<file path="src/rtl/dac_ctrl_gen.sv">
`default_nettype none
// ============================================================================
//  Module      : dac_ctrl_gen
//  Description : Parallel DAC driver. Signed sample to offset-binary code with
//                rounding/saturation, plus DAC reset/lock/sleep sequencing.
//  Revision    : 1.0  initial release
// ============================================================================
module dac_ctrl_gen #(
    parameter int DIN_W     = 16,
    parameter int DAC_W     = 14,
    parameter int RST_PULSE = 16,
    parameter bit ROUND_DEF = 1'b1
) (
    input  logic             clk,
    input  logic             rst,
    input  logic [DIN_W-1:0] data_in,
    input  logic             en,
    input  logic             pll_lock,
    input  logic [7:0]       upr,
    input  logic             en_upr,
    output logic [DAC_W-1:0] dac_d,
    output logic [15:0]      data_o,
    output logic [1:0]       div,
    output logic [1:0]       mod,
    output logic             sleep,
    output logic             dac_rst,
    output logic [1:0]       state_o
);

    localparam logic [1:0] c_S_RESET = 2'd0;
    localparam logic [1:0] c_S_WAIT  = 2'd1;
    localparam logic [1:0] c_S_RUN   = 2'd2;
    localparam logic [1:0] c_S_SLEEP = 2'd3;

    localparam logic [DAC_W-1:0]   c_MID      = {1'b1, {(DAC_W-1){1'b0}}};
    localparam int                 c_CNT_W    = (RST_PULSE > 1) ? $clog2(RST_PULSE) : 1;
    localparam logic [c_CNT_W-1:0] c_CNT_LOAD = c_CNT_W'(RST_PULSE - 1);

    logic [1:0]         r_state;
    logic [c_CNT_W-1:0] r_rst_cnt;
    logic [1:0]         r_div;
    logic [1:0]         r_mod;
    logic               r_sleep_req;
    logic               r_round_en;
    logic               r_inv;
    logic [DAC_W-1:0]   r_s1;
    logic [DAC_W-1:0]   r_dac;

    logic               w_soft_rst;
    logic               w_run;
    logic [DIN_W-1:0]   w_off;
    logic [DAC_W-1:0]   w_code_raw;
    logic [DAC_W-1:0]   w_code;

    assign w_soft_rst = en_upr & upr[5];
    assign w_run      = (r_state == c_S_RUN);

    // Control register; the soft-reset bit acts directly on the FSM and is not stored.
    always_ff @(posedge clk) begin
        if (rst) begin
            r_div       <= 2'd0;
            r_mod       <= 2'd0;
            r_sleep_req <= 1'b0;
            r_round_en  <= ROUND_DEF;
            r_inv       <= 1'b0;
        end else if (en_upr) begin
            r_div       <= upr[1:0];
            r_mod       <= upr[3:2];
            r_sleep_req <= upr[4];
            r_round_en  <= upr[6];
            r_inv       <= upr[7];
        end
    end

    always_ff @(posedge clk) begin
        if (rst) begin
            r_state   <= c_S_RESET;
            r_rst_cnt <= c_CNT_LOAD;
        end else if (w_soft_rst) begin
            r_state   <= c_S_RESET;
            r_rst_cnt <= c_CNT_LOAD;
        end else begin
            case (r_state)
                c_S_RESET: begin
                    if (r_rst_cnt == '0) begin
                        r_state <= c_S_WAIT;
                    end else begin
                        r_rst_cnt <= r_rst_cnt - 1'b1;
                    end
                end
                c_S_WAIT: begin
                    if (r_sleep_req) begin
                        r_state <= c_S_SLEEP;
                    end else if (pll_lock) begin
                        r_state <= c_S_RUN;
                    end
                end
                c_S_RUN: begin
                    if (r_sleep_req) begin
                        r_state <= c_S_SLEEP;
                    end else if (!pll_lock) begin
                        r_state <= c_S_WAIT;
                    end
                end
                default: begin
                    if (!r_sleep_req) begin
                        r_state <= c_S_WAIT;
                    end
                end
            endcase
        end
    end

    // Offset binary is two's complement with the sign bit flipped.
    assign w_off = {~data_in[DIN_W-1], data_in[DIN_W-2:0]};

    generate
        if (DIN_W > DAC_W) begin : g_round
            localparam int             c_SH   = DIN_W - DAC_W;
            localparam logic [DIN_W:0] c_HALF = {{DIN_W{1'b0}}, 1'b1} << (c_SH - 1);
            logic [DIN_W:0]   w_sum;
            logic [DAC_W-1:0] w_rnd;
            logic             w_unused_lsb;

            assign w_sum        = {1'b0, w_off} + c_HALF;
            assign w_rnd        = w_sum[DIN_W] ? {DAC_W{1'b1}} : w_sum[DIN_W-1:c_SH];
            assign w_code_raw   = r_round_en ? w_rnd : w_off[DIN_W-1:c_SH];
            assign w_unused_lsb = ^w_sum[c_SH-1:0];
        end else begin : g_direct
            logic w_unused_round;
            assign w_code_raw     = w_off;
            assign w_unused_round = r_round_en;
        end
    endgenerate

    assign w_code = r_inv ? ~w_code_raw : w_code_raw;

    // Stage 2 is also gated by the current state so nothing stale escapes after leaving RUN.
    always_ff @(posedge clk) begin
        if (rst) begin
            r_s1  <= c_MID;
            r_dac <= c_MID;
        end else begin
            r_s1  <= (w_run && en) ? w_code : c_MID;
            r_dac <= w_run ? r_s1 : c_MID;
        end
    end

    assign dac_d   = r_dac;
    assign data_o  = 16'(r_dac);
    assign div     = r_div;
    assign mod     = r_mod;
    assign sleep   = (r_state == c_S_SLEEP);
    assign dac_rst = (r_state == c_S_RESET);
    assign state_o = r_state;

endmodule
`default_nettype wire

</file>
<file path="config.mk">
export PLATFORM = sky130hd
export DESIGN_NAME = dac_ctrl_gen
export DESIGN_NICKNAME = d
export VERILOG_FILES = /design/src/rtl/dac_ctrl_gen.sv
export SDC_FILE = /design/constraint.sdc
export NUM_CORES = 1
export LEC_CHECK = 0
export CAP_MARGIN = 20
export CORE_AREA = 2 2 88 65
export CTS_CLUSTER_SIZE = 40
export DETAILED_ROUTE_END_ITERATION = 10
export DIE_AREA = 0 0 90 67
export GPL_ROUTABILITY_DRIVEN = 0
export PLACE_DENSITY = 0.7
export RECOVER_POWER = 50
export REMOVE_ABC_BUFFERS = 1
export SLEW_MARGIN = 10
export SYNTH_ARGS = -nofsm -noshare
export SYNTH_HDL_FRONTEND = slang
export SYNTH_SLANG_ARGS = --single-unit
export TNS_END_PERCENT = 10
</file>
<file path="constraint.sdc">
create_clock -name clk -period 2.4 [get_ports clk]
set_clock_uncertainty 0.15 [all_clocks]
set_input_delay 0.72 -clock clk [delete_from_list [all_inputs] [get_ports clk]]
set_output_delay 0.72 -clock clk [all_outputs]
set_load 0.005 [all_outputs]
</file>
==> flow_summary.yaml <==
finish:
  fin_nets: 313
  n_fill_cell: 486
  syn_to_final_growth_pct: 44.1
  regArea_um2: 821
  final_common_cell: "clkdlybuf4s50_1"
  drive_gt1_share_pct: 18.6
  final_cell_mix: "46 x clkdlybuf4s50_1, 41 x dfxtp_1, 24 x buf_4"
  multi_input_area_um2: 1040
  n_antenna_cell: 0
worst_setup_path:
  worstPathArrival_ns: 1.45
  critPathRequiredTime_ns: 1.53
  max_stage_delay_ns: 0.50
  crit_path_cell_trace: "inv_1 -> ha_4 -> clkdlybuf4s50_1"
  cpMaxStageDelayCell: "clkdlybuf4s50_1"
  cp_max_fo: 5
  critPathKind: "reg2out"
  startpoint_type: "register"
  critPathCaptureType: "output pin"
  rrSetupSlack_ns: 0.37
global_routing:
  busiest_layer: "met2"
  grt_use_total_pct: 14.7
  grt_max_degree: 15
  use_met2_pct: 21.1
  antenna_found_initial: 0
  met1_usage_pct: 20.9
  grt_pass1_vias: 1460
  grt_overflow: 0
  grt_pass1_wl_um: 6940
  grt_util_met3_pct: 3.28
placement:
  place_ws_ns: -0.260
  io_buffers: 63
  dp_hpwl_um: 3310
drt:
  drt_wl_total_um: 4210
  ant_nets: 0
  wl_per_cell_um: 12.0
  drt_iter0_markers: 59
  route.vias.total: 1595
  drt-pass1-iter-count: 4
  drc_errors: 0
  post_drt_via_cell_ratio: 4.54
floorplanning:
  initial_core_util_pct: 39.5
  boundaryPins: 67
  dieArea_um2: 6030
  die_w_um: 90
  coreArea_um2: 5120
  die_h_um: 67
  row_count: 22
sta:
  drv_slew: 0
  finalSetupViolCount: 0
  max_freq_mhz: 431
  rsz0062_at_grt: "false"
  relSlewSlack_pct: 60.8
  fin_tns_setup_ns: 0
  period_needed_ns: 2.32
  period_share_pct: 96.7
  fin_ws_ns: 0.0790
  tightest_slew_ns: 0.588
  finalHoldViolations: 0
clock_network:
  cts-root-buf: "clkbuf_8"
  clk_latency_ns: 0.29
  cts.sinks: 41
  cts_buffer_depth: 2
  htreeDepth: 2
  cts_buffers: 5
  cts_tree: "built"
  clk_pin_slew_worst_paths_ns: 0.07
power:
  p_sw_mw: 0.302
  clock_power_share_pct: 39.5
  ir_worst_vdd_v: 0.000239
  p_per_area_nw_per_um2: 491
  power.share.combinational_pct: 11.6
  cellLeakagePower_nw: 1.26
  switching_share_pct: 21.1
  p_int_mw: 1.13
  p_seq_share_pct: 48.9
status:
  status: "complete, no violations"
worst_hold_path:
  holdCritPathClass: "reg2reg"
synth:
  synth_edf_count: 0
  ys_warn_count: 0
  synthCells: 203
  async_flop_share_pct: 0
  syn_avg_cell_area_um2: 9.96
  ys_ff_latch: 41
  synth.distinct_cells: 45
  synth_area_um2: 2020
  seq_area_frac_synth_pct: 40.6
  synth-main-ff-cell: "dfxtp_1"
flow_run:
  drv_cap: 0
==> power groups by stage <==
stage	Sequential, mW	Combinational [mW]	Clock, mW
floorplan	0.713	0.0640	0
global placement	0.714	0.166	0
detailed placement	0.714	0.167	0
CTS	0.698	0.168	0.580
global route	0.700	0.182	0.604
finish	0.699	0.166	0.565
==> flip-flops by register name, summed over array words and instances (netlist names), 2 cells and up <==
register   flops
mod            2
r_s1          14
dac_d         14
div            2
r_rst_cnt      4
state_o        2
==> stage by stage <==
stage          total power [mW]  util (%)  area (um2)  hold slack, ns  std cells
4_1_cts                    1.45      56.8        2910           0.264        350
5_1_grt                    1.49      56.9        2910           0.294        351
6_report                   1.43      56.9        2910           0.260        351
3_5_place_dp              0.881      54.3        2780           0.247        342
2_1_floorplan             0.777         -        1870           0.236        181
3_3_place_gp              0.880      54.3        2780           0.258        342
==> synthesized netlist by cell type (2+ instances only) <==
cell / number / share of area, %
a21oi_1: 4 / 0.99
nor2_1: 12 / 2.2
buf_2: 2 / 0.50
dfxtp_1: 41 / 41
inv_1: 6 / 1.1
and4_1: 4 / 1.7
ha_1: 6 / 3.7
clkbuf_1: 3 / 0.56
xor2_1: 2 / 0.87
nand2_1: 11 / 2.0
o21ai_0: 2 / 0.50
nand3_1: 6 / 1.5
buf_4: 17 / 6.3
nor4_1: 2 / 0.62
and2_1: 14 / 4.3
o211ai_1: 2 / 0.74
nor2_2: 7 / 2.2
a31oi_1: 3 / 0.93
nand4_1: 4 / 1.2
xnor2_1: 7 / 3.0
nand2b_1: 2 / 0.62
o22ai_1: 2 / 0.62
mux2i_1: 22 / 11
==> metal layers <==
metal,routed length (um),share of wire (%),up-vias
met5,0,0,-
met4,65,1.5,0
met3,202,4.8,7
met2,1690,40,45
met1,2250,53,715
li1,-,-,828
==> final timing paths <==
check                                 from    endpoint  cells past startpoint
worst min-delay path              r_s1[13]   dac_d[13]                      1
worst max-delay path            state_o[1]     dac_rst                      3
worst max register to register  state_o[1]  state_o[0]                      7
worst min register to register    r_s1[13]   dac_d[13]                      1
==> area by class of cell <==
type	instances	area share [%]
Sequential cell	41	28.2
Timing Repair Buffer	90	28.4
Clock inverter	1	1.03
Inverter	6	0.773
Clock buffer	7	2.96
Multi-Input combinational cell	134	35.6
Tap cell	72	3.09
==> critical path, delay by kind of cell (launching register included) <==
family / cells / cell delay (ns)
fa+ha+maj: 1 / 0.19
flops: 1 / 0.35
buf+inv: 2 / 0.62
==> repair_timing <==
action | in CTS | in global routing
setup buffers | 0 | 1
pin swaps | 0 | 1
hold buffers | 0 | 0
gates resized for setup | 2 | 5
setup endpoints to repair | 1 | 4
==> logic make-up after synthesis <==
group,count (synthesis),share of synthesized area [%]
buffers and inverters,29,9.03
AO/OA/AOI/OAI,19,6.68
XOR/XNOR,9,3.90
other,1,0.185
flip-flops,41,40.6
adder cells (fa/ha/maj),6,3.71
AND/OR/NAND/NOR,74,23.7
multiplexers,24,12.2
Power figures use the tool's default switching activity.
